===== src/rtl/core_seq_pkg.sv =====
// Shared types and constants for the core run controller.
package core_seq_pkg;

  typedef enum logic [2:0] {
    S_IDLE  = 3'd0,
    S_LOAD  = 3'd1,
    S_PRIME = 3'd2,
    S_RUN   = 3'd3,
    S_PAUSE = 3'd4,
    S_DONE  = 3'd5
  } seq_state_t;

  localparam int unsigned IW_DEF = 9;

  // The halt instruction is the all-ones machine word.
  localparam logic [IW_DEF-1:0] HALT_CODE = '1;

endpackage


===== src/rtl/core_sequencer_ret_counter.sv =====
// Retired-instruction counter: synchronous clear, count enable, and a flag
// raised while the value sits one below the instruction budget.
module ret_counter #(
  parameter int          CW      = 16,
  parameter logic [CW-1:0] MAX_CYC = '1
) (
  input  logic          clk,
  input  logic          rst,
  input  logic          clear,
  input  logic          en,
  output logic [CW-1:0] value,
  output logic          last
);

  // NOTE: sequential state is always written with non-blocking assignments so
  // every register samples pre-edge values regardless of block ordering.
  always_ff @(posedge clk or posedge rst) begin
    if (rst) begin
      value <= '0;
    end else if (clear) begin
      value <= '0;
    end else if (en) begin
      value <= value + CW'(1);
    end
  end

  // The enabled cycle that sees last is the final one within budget, so the
  // value peaks at MAX_CYC and never wraps.
  assign last = (value == MAX_CYC - CW'(1));

endmodule


===== src/rtl/core_sequencer.sv =====
// Run controller for the single-cycle 9-bit core: loader/core arbitration of
// the data-memory write port, PC priming, run/single-step gating, halt/budget.
module core_sequencer
  import core_seq_pkg::*;
#(
  parameter int            AW      = 8,
  parameter int            DW      = 8,
  parameter int            IW      = IW_DEF,
  parameter int            CW      = 16,
  parameter logic [CW-1:0] MAX_CYC = 16'hFFFF
) (
  input  logic          clk,
  input  logic          reset,
  input  logic          start,
  input  logic          step_mode,
  input  logic          step,
  input  logic          ld_req,
  input  logic [AW-1:0] ld_addr,
  input  logic [DW-1:0] ld_wdata,
  input  logic          ld_we,
  output logic          ld_gnt,
  input  logic [IW-1:0] mach_code,
  input  logic [AW-1:0] core_addr,
  input  logic [DW-1:0] core_wdata,
  input  logic          core_we,
  output logic [AW-1:0] mem_addr,
  output logic [DW-1:0] mem_wdata,
  output logic          mem_we,
  output logic          pc_rst,
  output logic          core_en,
  output logic          busy,
  output logic          done,
  output logic          timeout,
  output logic [CW-1:0] instr_cnt
);

  seq_state_t state, next_state;
  logic       halt;
  logic       last;
  logic       cnt_clear;
  logic       timeout_set;
  logic       timeout_clr;

  assign halt = (mach_code == HALT_CODE);

  always_ff @(posedge clk or posedge reset) begin
    if (reset) begin
      state <= S_IDLE;
    end else begin
      state <= next_state;
    end
  end

  // NOTE: every signal written here gets a default first, so no path through
  // the case statement can leave one unassigned and infer a latch.
  always_comb begin
    next_state  = state;
    pc_rst      = 1'b0;
    busy        = 1'b0;
    done        = 1'b0;
    ld_gnt      = 1'b0;
    core_en     = 1'b0;
    cnt_clear   = 1'b0;
    timeout_set = 1'b0;
    timeout_clr = 1'b0;

    unique case (state)
      S_IDLE: begin
        pc_rst = 1'b1;
        if (ld_req)     next_state = S_LOAD;
        else if (start) next_state = S_PRIME;
      end

      S_LOAD: begin
        ld_gnt = 1'b1;
        pc_rst = 1'b1;
        if (!ld_req) next_state = S_IDLE;
      end

      S_PRIME: begin
        pc_rst      = 1'b1;
        busy        = 1'b1;
        cnt_clear   = 1'b1;
        timeout_clr = 1'b1;
        next_state  = step_mode ? S_PAUSE : S_RUN;
      end

      S_RUN: begin
        busy    = 1'b1;
        core_en = !halt;
        if (halt) begin
          next_state = S_DONE;
        end else if (last) begin
          next_state  = S_DONE;
          timeout_set = 1'b1;
        end else if (step_mode) begin
          next_state = S_PAUSE;
        end
      end

      S_PAUSE: begin
        busy    = 1'b1;
        core_en = step && !halt;
        if (halt) begin
          next_state = S_DONE;
        end else if (core_en && last) begin
          next_state  = S_DONE;
          timeout_set = 1'b1;
        end else if (!step_mode) begin
          next_state = S_RUN;
        end
      end

      S_DONE: begin
        done = 1'b1;
        if (ld_req) begin
          next_state  = S_LOAD;
          timeout_clr = 1'b1;
        end else if (start) begin
          next_state  = S_PRIME;
          timeout_clr = 1'b1;
        end
      end

      default: begin
        pc_rst     = 1'b1;
        next_state = S_IDLE;
      end
    endcase
  end

  ret_counter #(
    .CW      (CW),
    .MAX_CYC (MAX_CYC)
  ) u_ret_counter (
    .clk   (clk),
    .rst   (reset),
    .clear (cnt_clear),
    .en    (core_en),
    .value (instr_cnt),
    .last  (last)
  );

  always_ff @(posedge clk or posedge reset) begin
    if (reset) begin
      timeout <= 1'b0;
    end else if (timeout_set) begin
      timeout <= 1'b1;
    end else if (timeout_clr) begin
      timeout <= 1'b0;
    end
  end

  // Core stores only reach memory on cycles that actually execute.
  assign mem_addr  = ld_gnt ? ld_addr  : core_addr;
  assign mem_wdata = ld_gnt ? ld_wdata : core_wdata;
  assign mem_we    = ld_gnt ? ld_we    : (core_we && core_en);

endmodule


===== config.mk =====
export PLATFORM = sky130hd
export DESIGN_NAME = core_sequencer
export DESIGN_NICKNAME = d
export VERILOG_FILES = /design/src/rtl/core_seq_pkg.sv /design/src/rtl/core_sequencer_ret_counter.sv /design/src/rtl/core_sequencer.sv
export SDC_FILE = /design/constraint.sdc
export NUM_CORES = 1
export LEC_CHECK = 0
export ABC_AREA = 1
export CAP_MARGIN = 0
export CELL_PAD_IN_SITES_DETAIL_PLACEMENT = 1
export CELL_PAD_IN_SITES_GLOBAL_PLACEMENT = 1
export CORE_ASPECT_RATIO = 0.9
export CORE_MARGIN = 2
export CORE_UTILIZATION = 25
export DETAILED_ROUTE_END_ITERATION = 8
export PLACE_DENSITY_LB_ADDON = 0.1
export SYNTH_ARGS = -nofsm -noshare
export SYNTH_HDL_FRONTEND = slang
export SYNTH_SLANG_ARGS = --single-unit

===== constraint.sdc =====
create_clock -name clk -period 2.1 [get_ports clk]
set_input_delay 0.525 -clock clk [delete_from_list [all_inputs] [get_ports clk]]
set_output_delay 0.525 -clock clk [all_outputs]
set_load 0.02 [all_outputs]

## After elaboration in Yosys (flattened, before gate mapping)

Cells that the tools add are included.
Widths: inputs -> output; s select.

- Bits in registers: 20
- Bits of input ports: 49
- Output and inout bits: 39
- Logic and storage cells: 58

- Add/subtract/negate cells: 1
- Equal/unequal tests: 11
- Mux-type cells: 32
- Reduce and logical (&&, ||, !) cells: 11

Operators by type and width:

| operator | number |
|---|---|
| $mux 16 | 2 |
| $mux 3 | 10 |
| $add 16x1->16 const B | 1 |
| $eq 16x16->1 const B | 1 |
| $mux 8 | 2 |
| $pmux 3 s5 | 1 |
| $mux 1 | 14 |
| $eq 9x9->1 const B | 1 |
| $ne 4x4->1 const B | 2 |
| $eq 3x2->1 const B | 2 |
| $eq 3x3->1 const B | 2 |
| $pmux 1 s2 | 3 |
| $reduce_or 3->1 | 2 |
| $reduce_and 4->1 | 1 |
| $reduce_bool 2->1 | 2 |
| $eq 3x1->1 const B | 1 |
| $logic_and 1x1->1 | 3 |
| $logic_not 3->1 | 1 |
| $ne 3x1->1 const B | 1 |
| $ne 2x2->1 const B | 1 |
| $reduce_or 2->1 | 1 |
| $logic_not 1->1 | 1 |

## Longest topological paths before layout

Gate-level depths: netlist of run 1.

- Depth after elaboration: 8
- Depth in mapped cells: 12
- Depth with buffers taken out: 12

## Hierarchy

A second synthesis of run 1 with hierarchy kept.

- Cell total of the unflattened synthesis: 255
- Area total of the unflattened synthesis: 1,589.0 µm²

Modules (own cells, without submodules):

| module | instances | cells an instance | area an instance (µm²) | sequential area each (µm²) |
|---|---|---|---|---|
| ret_counter | 1 | 124 | 929.6 | 400.4 |
| core_sequencer | 1 | 131 | 659.4 | 100.1 |

## Worst setup path before layout of run 1

No wires, ideal clock.

- Path type: input-to-output
- From: in mach_code[5]
- To: out mem_we
- Arrival: 1.474 ns
- Required time: 1.575 ns
- Setup slack: 0.101 ns
- Stages: 6
- Path buffers: 0
- Cells stage by stage: nand2_1 nor2_1 nand3b_1 nand2_2 clkinv_1 a22o_1

- Longest elaborated chain between the ends: 6

Ends and longest elaborated chain:

| element | RTL line | text |
|---|---|---|
| start: declaration | core_sequencer.sv:22 | `input logic [IW-1:0] mach_code,` |
| $eq 9x9->1 * | core_sequencer.sv:44 | `assign halt = (mach_code == HALT_CODE);` |
| $logic_not 1->1 * | core_sequencer.sv:90, core_sequencer.sv:103 |  |
| $logic_and 1x1->1 | core_sequencer.sv:103 | `core_en = step && !halt;` |
| $pmux 1 s2 * | core_sequencer.sv:67 | `unique case (state)` |
| net core_en | core_sequencer.sv:30 | `output logic core_en,` |
| $logic_and 1x1->1 * | core_sequencer.sv:157 | `assign mem_we = ld_gnt ? ld_we : (core_we && core_en);` |
| $mux 1 * | core_sequencer.sv:157 |  |
| end: declaration | core_sequencer.sv:28 | `output logic mem_we,` |

The timed path passes the listed nets; every way through them passes the cells marked *.

## Worst setup path after layout of run 1

- From: in mach_code[4]
- To: out mem_we

- Longest elaborated chain between the ends: 6

Ends and longest elaborated chain:

| element | RTL line |
|---|---|
| $eq 9x9->1 * | core_sequencer.sv:44 |
| $logic_not 1->1 * | core_sequencer.sv:90, core_sequencer.sv:103 |
| $logic_and 1x1->1 | core_sequencer.sv:103 |
| $pmux 1 s2 * | core_sequencer.sv:67 |
| $logic_and 1x1->1 * | core_sequencer.sv:157 |
| $mux 1 * | core_sequencer.sv:157 |

Mark *: on every way between the ends. The rest lies on a longest branch, timed or not.

==> flow_summary.json, run 1 <==
{
  "clkPwrFrac": 0.132,
  "period_share": 0.974,
  "synth-compound-area-share": 0.0835,
  "die_w_um": 89.2,
  "synth_xor_area_frac": 0.0107,
  "htreeDepth": 1,
  "fin_crit_ps": 2040,
  "synthFlopType": "dfrtp_1",
  "synth_area_sq_um": 1630,
  "port_buffers": 87,
  "p_leak_nw": 1.36,
  "met1_usage": 0.253,
  "grt_max_degree": 21,
  "synthAdderAreaFrac": 0.0153,
  "ys_top_cells_by_count": "111 x nand2_1, 31 x nor2_1, 30 x inv_1",
  "p_comb_frac": 0.652,
  "grt_pass1_wl_mm": 10.4,
  "cts-root-buf": "clkbuf_8",
  "met3_usage": 0.0298,
  "rsz0062_at_grt": "yes",
  "grt-ovfl-total": 0,
  "gp_congestion": 0.767,
  "clkTransAtPathRegs_ps": 80,
  "worstPathArrival_ps": 1520,
  "cts_buffers": 3,
  "yosysUniqueCellTypes": 28,
  "n_antenna_cell": 0,
  "p_int_mw": 1.25,
  "switching_share": 0.472,
  "cts_tree": "yes",
  "dpl.cell_count": 462,
  "syn_nets": 323,
  "fin_worst_skew_ps": 5.78,
  "dieArea_sq_um": 7190,
  "cts_hold_repair.buffers": 0,
  "nets": 440,
  "vias_per_cell": 4.49,
  "criticalPathCategory": "input pin to output pin",
  "final_cells": 475,
  "netlist_instances": 272,
  "yosysMostFrequentCell": "nand2_1",
  "dp_hpwl_mm": 5.20,
  "vias": 2135,
  "synth_simple_gate_area_frac": 0.478,
  "clock_path_buffers": 2,
  "powerDensity_nw_per_um2": 845,
  "hold_viol": 0,
  "synthArstFlopShare": 1.00,
  "wl_per_cell_um": 13.7,
  "startpoint_type": "input pin",
  "drc": 0,
  "synth_area_leaders": "dfrtp_1 31%, nand2_1 26%, nor2_1 7.1%, inv_1 6.9%, nand3_1 5.5%",
  "syn_area_per_cell_sq_um": 6.00,
  "grt_use_total": 0.184,
  "worstHoldPathType": "register to register",
  "top_usage_layer": "met2",
  "synth_edf_count": 0,
  "core_sq_um": 6220,
  "p_switching_mw": 1.12,
  "vdd.ir_drop.worst_uv": 425,
  "p_seq_frac": 0.216,
  "grt_pass1_vias": 2141,
  "synthMuxAreaShare": 0,
  "setup_violations": 0,
  "synth_top_family_by_area": "simple AND/OR/NAND/NOR gates",
  "die_y_um": 80.7,
  "insertion_delay_ps": 270,
  "yosysWarnings": 0,
  "timing.slew.headroom": 0.730,
  "finalPower_mw": 2.38,
  "ant_nets": 0,
  "seq_area_frac_synth": 0.307,
  "synth_top_area_frac": 0.307,
  "cp.required_ps": 1570,
  "antenna_found_initial": 0,
  "wirelength_mm": 6.52,
  "drive_above_1_share": 0.214,
  "max_cap_viol_count": 0,
  "drt_first_iter_violations": 90,
  "worst-path-max-fanout": 2,
  "yosysTopAreaCell": "dfrtp_1",
  "num_rows": 27,
  "ys_ff_latch": 20,
  "fmax_mhz": 489,
  "use_met2": 0.309,
  "ios": 88,
  "outcome": "finished clean",
  "clkSinkCount": 20,
  "tightest_slew_ps": 404,
  "firstDrtPassIters": 4,
  "worstSetupEndpointType": "output pin",
  "area_delta_synth_final_pct": 72.2,
  "slew_violations": 0,
  "start_util": 0.263
}
critical path, stage by stage:
cell	delay, ps
clkdlybuf4s15_1	170
nand2_2	60
nor2_2	120
nand3b_1	130
nand2_2	140
inv_4	40
a22o_1	200
buf_6	130
path summary, 6_finish.rpt:
kind	from	to	slack (ps)	cells past startpoint
setup / recovery	mach_code[4]	mem_we	60	8
setup reg to reg	state[2]$_DFFE_PP0P_	u_ret_counter.value[2]$_DFFE_PP0P_	330	10
min in group asynchronous	reset	u_ret_counter.value[8]$_DFFE_PP0P_	590	3
hold / removal	timeout$_DFFE_PP0P_	timeout$_DFFE_PP0P_	540	2
hold reg to reg	timeout$_DFFE_PP0P_	timeout$_DFFE_PP0P_	540	2
max in group asynchronous	reset	state[1]$_DFFE_PP0P_	1270	3
registers in the layout (all words and copies together), names as in the netlist:
signal and cells:
state 3, timeout 1, u_ret_counter.value 16
kinds of logic (layout without fill, tap and decap cells):
family | after synthesis | count (layout)
and+or+nand+nor | 184 | 184
buffers and inverters | 40 | 156
AOI/OAI and AO/OA | 24 | 24
DFF | 20 | 20
adders and majority gates | 2 | 2
xor gates and xnor gates | 2 | 2
metal layers:
| layer | share of wire | vias up | wire [um] |
|---|---|---|---|
| li1 | - | 1081 | - |
| met1 | 0.47 | 996 | 3070 |
| met2 | 0.48 | 56 | 3110 |
| met3 | 0.049 | 2 | 320 |
| met4 | 0.0026 | 0 | 17 |
| met5 | 0 | - | 0 |
layout by cell type (no fill, tap or decap), types with 3 or more instances in the layout:
cell	Yosys	final
o21ai_0	9	9
o21ai_1	5	5
nand2_2	3	7
clkdlybuf4s15_1	0	5
nand3_1	18	18
clkdlybuf4s50_1	0	55
clkbuf_2	0	3
buf_2	3	17
nand4_1	6	6
inv_2	3	5
nor2_2	4	4
nor2_1	31	29
dlygate4sd2_1	0	3
nand2_1	111	107
nor3_1	6	6
inv_1	30	28
buf_4	1	27
buf_6	2	5
dfrtp_1	20	18
a21oi_1	4	4
clkbuf_8	0	4
what timing repair did:
item,CTS,global route
setup endpoints to repair,22,21
resized for setup,84,39
pin swaps,8,9
buffers inserted,7,2
power by group through the flow:
stage | sequential, mW | clock [mW] | combinational [mW]
after detailed placement | 0.514 | 0 | 1.62
after global routing | 0.525 | 0.334 | 1.72
after floorplan | 0.529 | 0 | 0.823
after CTS | 0.509 | 0.319 | 1.59
after global placement | 0.509 | 0 | 1.60
final | 0.514 | 0.313 | 1.55
layout make-up:
class                           count  area [sq um]
Clock buffer                        4          55.1
Fill cell                         861          3400
Inverter                           34           130
Multi-Input combinational cell    212           985
Sequential cell                    20           503
Tap cell                           87           109
Timing Repair Buffer              118          1030
per-stage QoR:
| stage | area, sq um | worst slack, ps | setup TNS [ps] | hold slack (ps) | utilization |
|---|---|---|---|---|---|
| 2_1_floorplan | 1630 | 101 | 0 | 489 | - |
| 3_3_place_gp | 2750 | -619 | -2990 | 507 | 0.442 |
| 3_5_place_dp | 2750 | -645 | -3400 | 523 | 0.442 |
| 4_1_cts | 2850 | -95.3 | -537 | 541 | 0.458 |
| 5_1_grt | 2810 | -17.8 | -21.5 | 612 | 0.452 |
| 6_report | 2810 | 55.1 | 0 | 536 | 0.452 |
No activity file was read; power rests on OpenSTA's default activity.
==> run 2: changes to the inputs <==
Settings changed: ABC_CLOCK_PERIOD_IN_PS from default to 2100.
==> results of run 2 <==
No change in the layout: final DEF, timing and power equal those of run 1.
==> run 3: changes to the inputs <==
Settings changed: ABC_AREA 1 to default, CORE_UTILIZATION 25 to 26.
==> flow_summary.json, run 3 <==
{
  "reg2reg_depth": 7,
  "dp_hpwl_mm": 4.51,
  "place_ws_ps": -712,
  "yosysTopAreaCell": "dfrtp_1",
  "hold_viol": 0,
  "synth_top_area_frac": 0.342,
  "rsz0062_at_grt": "yes",
  "cts_tree": "yes",
  "grt_max_degree": 21,
  "r2r_slack_ps": -90,
  "hp-start": "timeout$_DFFE_PP0P_",
  "synth_edf_count": 0,
  "timing.slew.headroom": 0.616,
  "final_cells": 354,
  "worst-path-max-fanout": 6,
  "max_cap_viol_count": 0,
  "cts-root-buf": "clkbuf_8",
  "vias": 1785,
  "start_util": 0.273,
  "yosysMostFrequentCell": "dfrtp_1",
  "finalPower_mw": 3.08,
  "clkTransAtPathRegs_ps": 80,
  "fin_crit_ps": 2310,
  "yosysUniqueCellTypes": 45,
  "die_y_um": 75.2,
  "clock_path_buffers": 2,
  "setup_ws_ps": -209,
  "grt-ovfl-total": 0,
  "worstReg2RegEnd": "u_ret_counter.value[10]$_DFFE_PP0P_",
  "worstSetupEndpointType": "output pin",
  "nets": 339,
  "fin_worst_skew_ps": 7.05,
  "n_antenna_cell": 0,
  "slew_violations": 0,
  "startpoint_type": "register",
  "ant_nets": 0,
  "area_delta_synth_final_pct": 102,
  "grt_pass1_wl_mm": 9.67,
  "die_w_um": 83.1,
  "layout_commonest_cell": "clkdlybuf4s50_1",
  "clkSinkCount": 20,
  "p_leak_nw": 1.29,
  "dieArea_sq_um": 6240,
  "criticalPathCategory": "register to output pin",
  "cp.required_ps": 1570,
  "vdd.ir_drop.worst_uv": 620,
  "wirelength_mm": 6.30,
  "drive_above_1_share": 0.334,
  "synth_area_sq_um": 1460,
  "synthFlopType": "dfrtp_1",
  "drc": 0,
  "grt_pass1_vias": 1925,
  "htreeDepth": 1,
  "firstDrtPassIters": 3,
  "antenna_found_initial": 0,
  "netlist_instances": 167,
  "top_regs": "u_ret_counter.value x16, state x3, timeout x1",
  "tightest_slew_ps": 577,
  "violations": "setup timing",
  "syn_area_per_cell_sq_um": 8.76,
  "regMostFlops": "u_ret_counter.value",
  "fin_util": 0.552,
  "insertion_delay_ps": 270,
  "grt_use_total": 0.195,
  "cts_buffers": 3,
  "synth_area_leaders": "dfrtp_1 34%, mux2_2 12%, nand2_1 4.1%, nor2_1 3.8%, xnor2_1 3.6%",
  "yosysWarnings": 0,
  "worstHoldPathType": "register to register",
  "ys_top_cells_by_count": "20 x dfrtp_1, 16 x mux2_2, 16 x nand2_1",
  "hold_path_depth": 2,
  "ios": 88,
  "setup_violations": 21,
  "hold_end": "timeout$_DFFE_PP0P_",
  "final_cell_mix": "58 x clkdlybuf4s50_1, 26 x buf_4, 24 x buf_6, 17 x dfrtp_1, 16 x mux2_4",
  "cts_hold_repair.buffers": 0,
  "wl_per_cell_um": 17.8,
  "seq_area_frac_synth": 0.342,
  "num_rows": 25,
  "vias_per_cell": 5.04,
  "powerDensity_nw_per_um2": 1040,
  "synthArstFlopShare": 1.00,
  "core_sq_um": 5350,
  "dpl.cell_count": 336,
  "r2r_start": "state[1]$_DFFE_PP0P_",
  "worstPathArrival_ps": 1780,
  "period_share": 1.10,
  "port_buffers": 87,
  "largest_register_ffs": 16,
  "syn_nets": 218,
  "outcome": "finished with violations",
  "gp_congestion": 0.767,
  "ys_ff_latch": 20,
  "drt_first_iter_violations": 68,
  "fmax_mhz": 433
}
==> run 3: per-layer routing <==
metal	share of wire	up-vias	global-route usage
met3	0.049	0	0.0471
met5	0	-	0
met4	0	0	0.0200
li1	-	849	-
met1	0.43	888	0.248
met2	0.52	48	0.353
==> run 3: through the flow <==
stage          area (sq um)  TNS (ps)  hold WS (ps)
6_report               2950     -2270           512
5_1_grt                2950     -3890           542
4_1_cts                2820     -2010           520
3_5_place_dp           2570     -7660           501
3_3_place_gp           2570     -7510           503
2_1_floorplan          1480     -35.8           489
==> run 3: power breakdown <==
group / internal, mW / switching [mW]
combinational: 1.21 / 0.958
sequential: 0.443 / 0.0687
clock: 0.255 / 0.145
total: 1.91 / 1.17
==> run 3: worst max-delay path by stage <==
stage,startpoint,end,slack [ps]
global route,state[1]$_DFFE_PP0P_,mem_addr[7],-280
global placement,mach_code[8],mem_we,-660
floorplan,mach_code[8],u_ret_counter.value[10]$_DFFE_PP0P_,-40
detailed placement,mach_code[8],mem_we,-710
CTS,state[2]$_DFFE_PP0P_,mem_addr[6],-210
finish,state[1]$_DFFE_PP0P_,mem_addr[0],-210
==> run 3: timing repair <==
item | in CTS | in global routing
buffers inserted | 8 | 6
pin swaps | 9 | 9
cloned | 2 | 0
gates resized for setup | 133 | 40
endpoints found under the setup margin | 26 | 26
==> run 3: cell type report <==
type / instances / area [sq um]
Clock buffer: 3 / 41.3
Clock inverter: 1 / 30.0
Fill cell: 595 / 2400
Inverter: 7 / 26.3
Multi-Input combinational cell: 132 / 1010
Sequential cell: 20 / 504
Tap cell: 67 / 83.8
Timing Repair Buffer: 124 / 1250
==> run 3: critical path: stages (launching register included) <==
cell	delay (ps)
dfrtp_2	460
nor3_4	230
buf_12	150
buf_16	120
buf_4	120
mux2_4	300
buf_6	130
==> run 3: cells by family (layout without fill, tap and decap cells) <==
group           count (synthesis)  after routing  synth area share
compound gates                 33             33             0.146
xor+xnor                        8              8            0.0479
buf+inv                        15            135            0.0471
fa+ha+maj                       2              2            0.0171
simple gates                   72             72             0.269
mux                            17             17             0.130
flops                          20             20             0.342
==> variant 1: new RTL, settings of run 3 <==
Add an input register stage for `step_mode`, without a reset; this delays it by one clock. The other inputs are not delayed to match.
--- a/src/rtl/core_sequencer.sv
+++ b/src/rtl/core_sequencer.sv
@@ -35,2 +35,8 @@
 );
+
+  logic step_mode_q;
+
+  always_ff @(posedge clk) begin
+    step_mode_q <= step_mode;
+  end
 
@@ -84,3 +90,3 @@
         timeout_clr = 1'b1;
-        next_state  = step_mode ? S_PAUSE : S_RUN;
+        next_state  = step_mode_q ? S_PAUSE : S_RUN;
       end
@@ -95,3 +101,3 @@
           timeout_set = 1'b1;
-        end else if (step_mode) begin
+        end else if (step_mode_q) begin
           next_state = S_PAUSE;
@@ -108,3 +114,3 @@
           timeout_set = 1'b1;
-        end else if (!step_mode) begin
+        end else if (!step_mode_q) begin
           next_state = S_RUN;
Function: changed (Yosys sat finds a counterexample within 4 cycles, from zero or initial values and one cycle with reset high).
==> variant 1 against run 3 <==
The flow still finishes with violations (setup timing); area after synthesis increased by 2.2%; count of clock-buffer cells in the layout increased by 1; cell area decreased by 6.7%; global-route usage decreased by 1.3 points; via count decreased by 5.9%; worst setup slack improved by 0.036 ns; wire length decreased by 10%; first-iteration DRC count decreased by 37%; sequential share of layout area increased by 2.0 points; total power decreased by 17%; sequential cell count increased by 1; utilization decreased by 6.2 points; maximum frequency increased by 1.6%; combinational power decreased by 20%; critical path type unchanged; critical endpoint is now mem_we; largest cell class unchanged; highest routed layer is now met4.
==> variant 1: results (changes against run 3) <==
STA
  – Slew @ Worst Pin: 0.332 ns (-0.244 ns)
  – Setup TNS Final: -0.877 ns (+1.40 ns)
  – Endpoints failing setup: 18 (-14%)
  – Skew final: 0.00427 ns (-0.00279 ns)
  – Final setup margin: -0.173 ns (+0.0360 ns)

Global route
  – Routing usage on met2: 30.4% (-4.9 points)
  – Pin count of the biggest net entering global routing: 21 (unchanged)
  – Global-route wire length before repair: 9460 um (-2.1%)
  – Met1 usage: 26.0% (+1.2 points)
  – Grt met3 use: 2.51% (-2.2 points)
  – Initial antenna violation count: 0 (unchanged)
  – Vias in the first global route: 1806 (-6.2%)
  – Total track usage: 18.2% (-1.3 points)

Route
  – DR vias/cell: 4.85 (-3.8%)
  – Initial DRC count: 43 (-37%)
  – Final WL: 5660 um (-10%)
  – TritonRoute pass-1 iters: 3 (unchanged)

Hold path
  – Hold depth: 2 (unchanged)

Clocking
  – CTS Buf Count: 3 (unchanged)
  – Clock transition at the registers of the reported paths: 0.08 ns (about the same)
  – H-tree Lvls: 1 (unchanged)
  – Clock Latency Late Sink: 0.26 ns
  – Bufs on Longest Clock Path: 2 (unchanged)

Power and ir drop
  – Maximum VDD drop: 499 uV (-19%)
  – Leakage: 1.20 nW (-7.0%)

Critical path
  – Arr. time, crit path: 1.75 ns (-0.03 ns)
  – CP max FO: 4 (-2)
  – Worst r2r path cells: 7 (unchanged)

Final layout
  – # fillers: 671 (+13%)
  – Largest registers: u_ret_counter.value: 16 flops, state: 3 flops
  – Final Net Count: 328 (-3.2%)
  – Layout cells sized above 1: 31.2% (-2.3 points)

Placed design
  – Routability cong.: 0.773 (+0.83%)
  – Placed cell area: 2580 um^2 (+0.68%)
  – Post-DP HPWL: 4330 um (-4.0%)

Status
  – Failing checks: setup timing
  – Status: complete, but fails checks

Logic synthesis
  – Post-Syn Nets: 219 (+0.46%)
  – Register area share after synthesis: 34.8% (+0.59 points)
  – Commonest cells post-synth: 20 x dfrtp_1, 18 x nand2_1, 16 x mux2_2, 13 x nor2_1, 8 x a21oi_1
  – Synth warn: 0 (unchanged)
  – Top FF cell, synth: dfrtp_1
  – Async SR Flop Fraction: 95.2% (-4.8 points)
  – Synth unique cells: 43 (-4.4%)
  – Synth area leaders: dfrtp_1 33%, mux2_2 12%, nand2_1 4.5%
-- variant 1: cell count changes after synthesis, moves of 2 or more --
cell,before,now
o211ai_1,3,5
o21ai_0,8,6
nor3b_1,1,3
nor4_1,3,6
a21o_1,2,0
nand2_1,16,18
nor2b_1,3,1
clkbuf_1,2,6
nor2_1,15,13
buf_2,4,1
and4_1,3,1
-- variant 1: stage by stage --
stage / util [%] / setup slack (ns) / total power (W) / std cells
6_report: 48.9 / -0.173 / 0.00256 / 346
5_1_grt: 48.9 / -0.239 / 0.00274 / 346
4_1_cts: 48.8 / -0.198 / 0.00263 / 347
3_5_place_dp: 45.9 / -0.886 / 0.00211 / 335
3_3_place_gp: 45.9 / -0.838 / 0.00210 / 335
2_1_floorplan: - / -0.0650 / 0.00139 / 168
-- variant 1: cells by family after synthesis --
family	share of synthesized area, %
buf+inv	4.60
xor+xnor	5.27
simple gates	29.5
fa+ha+maj	1.67
flops	34.8
mux	12.7
compound gates	11.5
-- variant 1: per-layer routing --
layer | wire length [um] | part of all wire [%]
met4 | 12 | 0.21
met3 | 126 | 2.2
met2 | 2700 | 48
met5 | 0 | 0
met1 | 2810 | 50
-- variant 1: path summary, 6_finish.rpt --
check / from / end / slack (ns)
max in group asynchronous: reset / state[0] / 1.27
max: state[1] / mem_we / -0.17
min in group asynchronous: reset / u_ret_counter.value[9] / 0.59
min reg2reg: timeout / timeout / 0.57
min: timeout / timeout / 0.57
max reg2reg: state[2] / u_ret_counter.value[14] / 0.09
-- variant 1: critical path, cell delays in order (launching register included) --
cell     delay, ns
dfrtp_2       0.45
buf_12        0.14
and3b_1       0.19
a21oi_4       0.15
or2_4         0.14
inv_2         0.04
a22o_4        0.24
buf_6         0.13
-- variant 1: where the power goes --
part | leakage, nW | switching [W] | internal (W)
clock network | 0.0228 | 0.000137 | 0.000135
registers | 0.278 | 0.0000865 | 0.000463
logic | 0.895 | 0.000836 | 0.000901
-- variant 1: repair_timing --
item	in CTS	in global routing
cloned	1	0
setup endpoints to repair	22	24
endpoints found under the hold margin	0	0
setup buffers	7	1
pin swaps	9	4
gates resized for setup	134	17
-- variant 1: area by class of cell --
class                   instances  area [um^2]  area share [%]
repair buffers                113         1060            38.4
multi-input cells             132         1020            36.9
flip-flops and latches         21          524            19.0
well taps                      70         87.6            3.18
clock buffers                   4         45.0            1.64
inverters                       6         22.5           0.818
==> variant 2: new RTL, config.mk and constraints of run 3 <==
Without the edit above. The package constant `IW_DEF` goes from 9 to 18.
--- a/src/rtl/core_seq_pkg.sv
+++ b/src/rtl/core_seq_pkg.sv
@@ -12,3 +12,3 @@
 
-  localparam int unsigned IW_DEF = 9;
+  localparam int unsigned IW_DEF = 18;
 
Ports: changed (resized mach_code); port bits go from 88 to 97. The function was not compared with the original's and may differ.
==> variant 2 against run 3 <==
The run still ends with setup timing left; wire length rose by 9.7%; area after synthesis up 3.5%; die area is 3.3% higher; worst setup slack improved by 0.021 ns; critical path depth stayed put; total power is 8.0% lower; sequential cell count stayed put; cell area is 6.2% higher; synthesized cell count is 4.8% higher; largest power group unchanged; highest routed layer is now met4.
==> variant 2: results (changes against run 3) <==
Placed design
  – Routability cong.: 0.784 (+2.2%)
  – Post-DP HPWL: 4760 um (+5.6%)
  – Port buffer count: 96 (+10%)
  – Placed cell area: 2800 um^2 (+9.1%)

Logic synthesis
  – Commonest cells post-synth: 20 x dfrtp_1, 19 x nand2_1, 18 x mux2_2, 14 x nor2_1
  – Register area share after synthesis: 33.1% (-1.2 points)

Power and ir drop
  – Sw Pwr: 0.00111 W (-5.2%)
  – Maximum VDD drop: 463 uV (-25%)

Route
  – Via count: 2027 (+14%)
  – Routed wire per std cell: 17.7 um (-0.71%)
  – Final WL: 6910 um (+9.7%)

Critical path
  – R2R Path Start: state[0]
  – Arr. time, crit path: 1.76 ns (-0.02 ns)
  – CP max FO: 5 (-1)
  – FF-to-FF End: u_ret_counter.value[11]

Global route
  – Total track usage: 19.7% (+0.16 points)
  – Global-route wire length before repair: 10400 um (+7.4%)
  – Vias in the first global route: 2132 (+11%)

STA
  – Skew final: 0.00151 ns (-0.00554 ns)
  – Final setup margin: -0.188 ns (+0.0207 ns)
  – Endpoints failing setup: 19 (-9.5%)

Status
  – Failing checks: setup timing
  – Status: complete, but fails checks

Final layout
  – # fillers: 686 (+15%)
  – Layout cells sized above 1: 36.8% (+3.3 points)
  – Final Net Count: 382 (+13%)
-- variant 2: worst max-delay path by stage --
| stage | depth (start not counted) | startpoint | to | slack, ns |
|---|---|---|---|---|
| global route | 6 | state[2] | mem_addr[7] | -0.26 |
| CTS | 5 | state[1] | mem_addr[2] | -0.22 |
| global placement | 7 | mach_code[17] | mem_we | -0.83 |
| floorplan | 5 | mach_code[16] | mem_we | -0.03 |
| detailed placement | 7 | mach_code[17] | mem_we | -0.86 |
| finish | 6 | state[2] | mem_addr[7] | -0.19 |
-- variant 2: power groups by stage --
| stage | sequential [W] | clock, W | combinational (W) |
|---|---|---|---|
| after floorplan | 0.000502 | 0 | 0.000803 |
| after global placement | 0.000492 | 0 | 0.00155 |
| final | 0.000483 | 0.000299 | 0.00205 |
| after global routing | 0.000488 | 0.000325 | 0.00218 |
| after CTS | 0.000470 | 0.000309 | 0.00189 |
| after detailed placement | 0.000492 | 0 | 0.00156 |
-- variant 2: final cells by class --
type	instances	area [um^2]	area share, %
inverter	8	30.0	0.958
timing repair buffer	149	1410	44.9
multi-input combinational	140	1050	33.6
tap	70	87.6	2.79
sequential	20	504	16.1
clock buffer	4	55.1	1.76
-- variant 2: kinds of logic after synthesis --
family,share of synthesized area [%]
adders and majority gates,1.65
buffers and inverters,4.71
DFF,33.1
muxes,14.7
AOI/OAI and AO/OA,21.2
and+or+nand+nor,24.1
xor gates and xnor gates,0.579
-- variant 2: repair_timing --
action                     CTS  global route
setup endpoints to repair   22            33
cloned                       2             0
resized for setup          124            45
pin swaps                   17             6
setup buffers               13             7
-- variant 2: worst max-delay path, cell delays in order (launching register included) --
cell	delay, ns
dfrtp_2	0.44
nor3b_4	0.26
buf_6	0.16
buf_12	0.12
buf_6	0.09
mux2_4	0.29
buf_6	0.14
-- variant 2: through the flow --
step	power [W]	utilization [%]	TNS, ns	setup slack (ns)
after floorplan	0.00131	-	-0.0316	-0.0316
after global placement	0.00204	49.4	-7.53	-0.832
after detailed placement	0.00206	49.4	-7.77	-0.858
after CTS	0.00267	53.7	-3.11	-0.216
after global routing	0.00300	55.4	-3.86	-0.259
final	0.00283	55.4	-2.26	-0.188
-- variant 2: per-layer routing --
| layer | global-route usage, % | wire length (um) |
|---|---|---|
| met5 | 0 | 0 |
| met3 | 5.74 | 423 |
| met1 | 24.4 | 2920 |
| met2 | 33.9 | 3480 |
| met4 | 3.97 | 91 |
